$ cat config.mk
export PLATFORM = sky130hd
export DESIGN_NAME = irq_ctrl
export DESIGN_NICKNAME = d
export VERILOG_FILES = /design/src/rtl/irq_ctrl_pkg.sv /design/src/rtl/irq_ctrl_src.sv /design/src/rtl/irq_ctrl.sv
export SDC_FILE = /design/constraint.sdc
export NUM_CORES = 1
export LEC_CHECK = 0
export ABC_AREA = 1
export CORE_MARGIN = 2
export CORE_UTILIZATION = 67
export DETAILED_ROUTE_END_ITERATION = 10
export DONT_BUFFER_PORTS = 1
export GPL_TIMING_DRIVEN = 0
export PLACE_DENSITY = 0.87
export SLEW_MARGIN = 25
export SYNTH_ARGS = -nofsm -noshare
export SYNTH_HDL_FRONTEND = slang
export SYNTH_SLANG_ARGS = --single-unit
export TNS_END_PERCENT = 5
$ cat constraint.sdc
create_clock -name clk -period 2.1 [get_ports clk]
set_clock_uncertainty 0.2 [all_clocks]
set_input_delay 0.315 -clock clk [delete_from_list [all_inputs] [get_ports clk]]
set_output_delay 0.315 -clock clk [all_outputs]
set_load 0.01 [all_outputs]
$ cat src/rtl/irq_ctrl_pkg.sv
// Shared constants for the interrupt controller: register offsets,
// synchroniser depth and the byte-lane expansion helper.
package irq_ctrl_pkg;

  localparam logic [2:0] REG_PENDING  = 3'd0;
  localparam logic [2:0] REG_ENABLE   = 3'd1;
  localparam logic [2:0] REG_MODE     = 3'd2;
  localparam logic [2:0] REG_POLARITY = 3'd3;
  localparam logic [2:0] REG_RAW      = 3'd4;
  localparam logic [2:0] REG_SWSET    = 3'd5;

  localparam int SYNC_STAGES = 2;

  // Expand the four byte strobes into a 32-bit bit mask.
  function automatic logic [31:0] lane_mask(input logic [3:0] strb);
    lane_mask = {{8{strb[3]}}, {8{strb[2]}}, {8{strb[1]}}, {8{strb[0]}}};
  endfunction

endpackage

$ cat src/rtl/irq_ctrl_src.sv
// One interrupt source: synchroniser, polarity, edge/level detect and
// the pending bit with clear/software-set inputs.
module irq_ctrl_src
  import irq_ctrl_pkg::*;
(
  input  logic clk,
  input  logic reset,
  input  logic src,
  input  logic polarity,
  input  logic mode,
  input  logic clr,
  input  logic swset,
  output logic raw,
  output logic pending
);

  logic [SYNC_STAGES-1:0] sync_p0;
  logic                   s_d_p1;
  logic                   set;

  // Synchroniser chain for the asynchronous source.
  always_ff @(posedge clk) begin
    if (reset) sync_p0 <= '0;
    else       sync_p0 <= {sync_p0[SYNC_STAGES-2:0], src};
  end

  // ---- stage boundary: synchronised, polarity-adjusted level ----
  assign raw = sync_p0[SYNC_STAGES-1] ^ polarity;

  // Previous value of the adjusted level, for rising-edge detection.
  always_ff @(posedge clk) begin
    if (reset) s_d_p1 <= 1'b0;
    else       s_d_p1 <= raw;
  end

  // Edge mode pulses once per asserting edge; level mode follows the level.
  always_comb begin
    set = raw;
    if (mode) set = raw & ~s_d_p1;
  end

  // ---- stage boundary: pending latch; a set always wins over a clear ----
  always_ff @(posedge clk) begin
    if (reset) pending <= 1'b0;
    else       pending <= (pending & ~clr) | set | swset;
  end

endmodule

$ cat src/rtl/irq_ctrl.sv
// Memory-mapped interrupt controller feeding the picorv32 irq vector.
// Single-wait-state bus slave; one ready pulse per access.
module irq_ctrl
  import irq_ctrl_pkg::*;
#(
  parameter int NUM_SRC  = 8,
  parameter int IRQ_BASE = 5
) (
  input  logic               clk,
  input  logic               reset,
  input  logic               valid,
  output logic               ready,
  input  logic [3:0]         wstrb,
  input  logic [31:0]        addr,
  input  logic [31:0]        wdata,
  output logic [31:0]        rdata,
  input  logic [NUM_SRC-1:0] src,
  output logic [31:0]        irq
);

  localparam logic [0:0] ST_IDLE = 1'b0;
  localparam logic [0:0] ST_ACK  = 1'b1;

  logic [0:0]         state;
  logic [NUM_SRC-1:0] enable_r;
  logic [NUM_SRC-1:0] mode_r;
  logic [NUM_SRC-1:0] polarity_r;
  logic [NUM_SRC-1:0] pending;
  logic [NUM_SRC-1:0] raw;
  logic [NUM_SRC-1:0] clr;
  logic [NUM_SRC-1:0] swset;
  logic [NUM_SRC-1:0] irq_p1;
  logic [NUM_SRC-1:0] wmask;
  logic [NUM_SRC-1:0] wbits;
  logic [31:0]        wmask_full;
  logic [31:0]        rd_val;
  logic [2:0]         reg_sel;
  logic               access;
  logic               wr;
  logic               unused_bits;

  function automatic logic [31:0] zext(input logic [NUM_SRC-1:0] v);
    zext = {{(32-NUM_SRC){1'b0}}, v};
  endfunction

  // An access is taken only from IDLE; the ACK cycle never re-acknowledges.
  assign access      = (state == ST_IDLE) && valid && !reset;
  assign wr          = access && (wstrb != 4'b0000);
  assign reg_sel     = addr[4:2];
  assign wmask_full  = lane_mask(wstrb);
  assign wmask       = wmask_full[NUM_SRC-1:0];
  assign wbits       = wdata[NUM_SRC-1:0] & wmask;
  assign ready       = (state == ST_ACK);
  assign unused_bits = ^{addr[31:5], addr[1:0], wdata[31:NUM_SRC], wmask_full[31:NUM_SRC]};

  // One-cycle clear/set strobes to the pending bits, aligned to the ack edge.
  always_comb begin
    clr   = '0;
    swset = '0;
    if (wr && reg_sel == REG_PENDING) clr   = wbits;
    if (wr && reg_sel == REG_SWSET)   swset = wbits;
  end

  // Read multiplexer; unmapped offsets and SWSET read as zero.
  always_comb begin
    rd_val = '0;
    case (reg_sel)
      REG_PENDING:  rd_val = zext(pending);
      REG_ENABLE:   rd_val = zext(enable_r);
      REG_MODE:     rd_val = zext(mode_r);
      REG_POLARITY: rd_val = zext(polarity_r);
      REG_RAW:      rd_val = zext(raw);
      default:      rd_val = '0;
    endcase
  end

  // Bus handshake state and captured read data.
  always_ff @(posedge clk) begin
    if (reset) begin
      state <= ST_IDLE;
      rdata <= '0;
    end else if (access) begin
      state <= ST_ACK;
      rdata <= rd_val;
    end else begin
      state <= ST_IDLE;
      rdata <= '0;
    end
  end

  // Configuration registers with per-byte-lane writes.
  always_ff @(posedge clk) begin
    if (reset) begin
      enable_r   <= '0;
      mode_r     <= '0;
      polarity_r <= '0;
    end else if (wr) begin
      case (reg_sel)
        REG_ENABLE:   enable_r   <= (enable_r & ~wmask) | wbits;
        REG_MODE:     mode_r     <= (mode_r & ~wmask) | wbits;
        REG_POLARITY: polarity_r <= (polarity_r & ~wmask) | wbits;
        default:      ;
      endcase
    end
  end

  for (genvar i = 0; i < NUM_SRC; i++) begin : g_src
    irq_ctrl_src u_src (
      .clk      (clk),
      .reset    (reset),
      .src      (src[i]),
      .polarity (polarity_r[i]),
      .mode     (mode_r[i]),
      .clr      (clr[i]),
      .swset    (swset[i]),
      .raw      (raw[i]),
      .pending  (pending[i])
    );
  end

  // ---- stage boundary: registered irq output ----
  always_ff @(posedge clk) begin
    if (reset) irq_p1 <= '0;
    else       irq_p1 <= pending & enable_r;
  end

  // Place the masked pending bits at IRQ_BASE; all other bits stay zero.
  always_comb begin
    irq = '0;
    irq[IRQ_BASE +: NUM_SRC] = irq_p1;
  end

endmodule

======== Word level (Yosys, flattened, before mapping) ========
Cells that the tools add are included.
word-level totals
  register bits after elaboration ......... 97
  input bits .............................. 79
  output and inout bits ................... 65
  logic and storage cells ................. 126
cells by class
  equal/unequal tests ..................... 5
  muxes and demuxes ....................... 12
  bitwise gates (word level) .............. 67
  reduce and logical (&&, ||, !) cells .... 12
operators by type and width
  cell                number
  $and 8x8->8         5
  $pmux 8 s5          1
  $or 8x8->8          3
  $not 1->1           18
  $and 1x1->1         16
  $mux 8              2
  $or 1x1->1          16
  $mux 1              9
  $not 8->8           1
  $xor 1x1->1         8
  $eq 3x2->1 const B  2
  $eq 3x3->1 const B  2
  $reduce_and 2->1    3
  $logic_and 1x1->1   5
  $reduce_bool 4->1   1
  $eq 3x1->1 const B  1
  $logic_not 3->1     1
  $reduce_or 2->1     1
  $logic_not 1->1     1

======== Depth between registers and ports, before layout ========
  depth in word-level cells ............... 10
  mapped depth ............................ 8

======== Hierarchy ========
From an unflattened synthesis, not the netlist that was laid out.
second synthesis, totals
  cell total of the unflattened synthesis .. 529
  area total of the unflattened synthesis .. 3639.7 µm²
modules (own cells, without submodules)
  module        times used  cells an instance  area an instance (µm²)
  irq_ctrl      1           353                2368.5
  irq_ctrl_src  8           22                 158.9

======== Worst setup path before layout ========
No wires, ideal clock.
  path kind ............................... input port to flip-flop
  start ................................... input reset
  end ..................................... register (tool-made name)
  setup time .............................. 0.116 ns
  data arrival time ....................... 1.194 ns
  required time ........................... 1.784 ns
  slack ................................... 0.590 ns
  stages on the path ...................... 7
  buffers on the path ..................... 1
  path through ............................ buf_2 -> nor3_4 -> nand3_4 -> nor2_4 -> inv_2 -> nor2_1 -> nor2_1
RTL lines
  what             RTL line        text
  start, declared  irq_ctrl.sv:10  input logic reset,

==> results.toml <==
[layout]
nFillCells = 326
num_antenna_cells = 0
area_delta_synth_final_pct = 18.0
layout-drive-gt1-share_pct = 16.6
seqCellArea_um2 = 1460
stdcell_count = 554
nets = 575
multi_input_area_um2 = 1370

[logic_synthesis]
netlist_area_um2 = 3200
seq_area_frac_synth_pct = 45.7
syn_area_per_cell_um2 = 7.58
yosysTopAreaCell = "dfxtp_1"
ys_types = 22
netlist.area_leader.share_pct = 45.7
ys_ff_latch = 73
synth_cells = 422
yosys-top-cells-area = "dfxtp_1 46%, nor2_1 13%, buf_4 12%, nand2_1 6.6%, o21ai_0 4.5%"
yosysWarnings = 0

[sta]
fin_ws_ps = 271
tns_ps = 0
fmax_ghz = 0.547
period_minus_slack_ps = 1830
finalHoldViolCount = 0
setup_viol = 0
hold_slack_ps = 71.0
slew_violations = 0
worstMarginPinSlew_ps = 635
layout_worst_path_cycle_share_pct = 87.1
grt_setup_unrepaired = "false"
slew_headroom_pct = 57.7

[pwr]
totalPowerFinal_mw = 2.70
peakVddDrop_mv = 0.563
power.density_nw_per_um2 = 715
leakagePower_nw = 1.80

[placed_design]
place.gp.congestion = 0.919
dp_cells = 523
io_buffer_count = 0
dpl_worst_slack_ps = 265
dp_hpwl_um = 4870

[cts]
clockRootBuffer = "clkbuf_8"
cts_sinks = 73
clk_path_buf_depth = 2
post_cts.repair.setup_buffers = 0
clk_latency_ps = 360
cts_tree = "done"
htree_levels = 3
cts_made_buffers = 9
clk_pin_slew_ps = 70

[worst_setup_path]
critPathCaptureType = "flip-flop"
path_class = "reg2reg"
cp_top_family = "simple AND/OR/NAND/NOR gates"
arrival_ps = 1870
critical_path.max_stage_delay_ps = 360
critPathLaunchType = "flip-flop"
cp_max_fo = 9
cpMostUsedCell = "nor2_1"
required_ps = 2140
path_cells = "nor3_4, nand3_4, nor2_4, inv_2, nor2_1, nor2_1"
cp_slowest_cell = "dfxtp_1"
path_buf_inv = 1

[grt]
first_global_vias = 2537
grt_use_total_pct = 31.5
grt_max_degree = 13
grt_pass1_wl_um = 12300
antenna_found_initial = 0
gr-total-overflow = 0

[detailed_routing]
postRouteAntennaNets = 0
initialDrtViolationCount = 410
drc = 0
wl_per_cell_um = 14.2
dr.pass1.iters = 5
num_vias = 2823
vias_per_cell = 5.10
wl_um = 7850

[worst_hold_path]
min_path_type = "in2reg"

[floorplan]
ios = 144
die-area_um2 = 5340
die_w_um = 73.1
rows = 25
core-area_um2 = 4660
initial_core_util_pct = 68.6
die_h_um = 73.1

[run]
drv_cap = 0

[run_status]
status = "complete, no violations"
==> area by class of cell <==
cell class | count | area share (%)
Buffer | 58 | 10.9
Clock buffer | 10 | 3.65
Clock inverter | 5 | 0.862
Inverter | 35 | 3.48
Multi-Input combinational cell | 303 | 36.3
Sequential cell | 73 | 38.7
Tap cell | 54 | 1.79
Timing Repair Buffer | 16 | 4.25
==> per-layer routing <==
layer  up-vias  global-route usage [%]  part of all wire (%)
li1       1364                       -                     -
met3        31                    10.4                    12
met2       204                    49.2                    48
met1      1224                    38.1                    37
met5         -                       0                     0
met4         0                    17.3                   2.8
==> power by group <==
| part | internal, mW | switching, mW | leakage, nW |
|---|---|---|---|
| Clock | 0.449 | 0.520 | 0.0802 |
| Combinational | 0.122 | 0.166 | 1.12 |
| Sequential | 1.42 | 0.0218 | 0.594 |
==> synth_stat cells, drive strengths merged <==
cell     instances
dfxtp           73
o2bb2ai          2
inv             35
conb             1
xnor2            8
nand2           58
a22oi            1
nand4            8
o21ai           29
nor3             2
a21oi           18
nand3           10
clkbuf           6
buf             52
nor2           119
==> cell families (layout without fill, tap and decap cells) <==
group | after synthesis | after routing | share of synthesized area (%)
XOR/XNOR | 8 | 8 | 2.19
buffers and inverters | 93 | 124 | 17.0
flip-flops | 73 | 73 | 45.7
other | 1 | 48 | 0.117
AND/OR/NAND/NOR | 197 | 197 | 26.9
AO/OA/AOI/OAI | 50 | 50 | 8.14
==> layout by cell type, fill, tap and decap left out, drive strengths merged <==
cell	n
nor2	119
dfxtp	73
nand2	58
buf	52
conb	48
inv	35
o21ai	29
a21oi	18
dlygate4sd3	16
clkbuf	16
nand3	10
xnor2	8
nand4	8
clkinvlp	3
nor3	2
o2bb2ai	2
clkinv	2
a22oi	1
==> timing repair <==
action                                 CTS  global route
hold buffers                            16             0
resized for setup                        0             0
endpoints found under the hold margin   32             0
==> through the flow <==
stage / instance area (µm²) / util [%]
after detailed placement: 3440 / 73.9
after global placement: 3440 / 73.9
final: 3770 / 80.9
after floorplan: 3370 / -
after CTS: 3770 / 80.9
after global routing: 3770 / 80.9
==> worst paths after layout <==
kind | startpoint | endpoint | slack, ps | cells past startpoint
setup / recovery | ready | flip-flop | 270 | 6
hold / removal | wdata[1] | g_src[1].u_src.pending | 70 | 4
setup reg to reg | ready | flip-flop | 270 | 6
hold reg to reg | g_src[7].u_src.sync_p0[0] | g_src[7].u_src.sync_p0[1] | 200 | 2
==> tightest hold or removal path, stage by stage <==
cell	delay, ps
nand2_1	50
nor2_1	50
nor2_1	90
a21oi_1	70
Power figures use the tool's default switching activity.
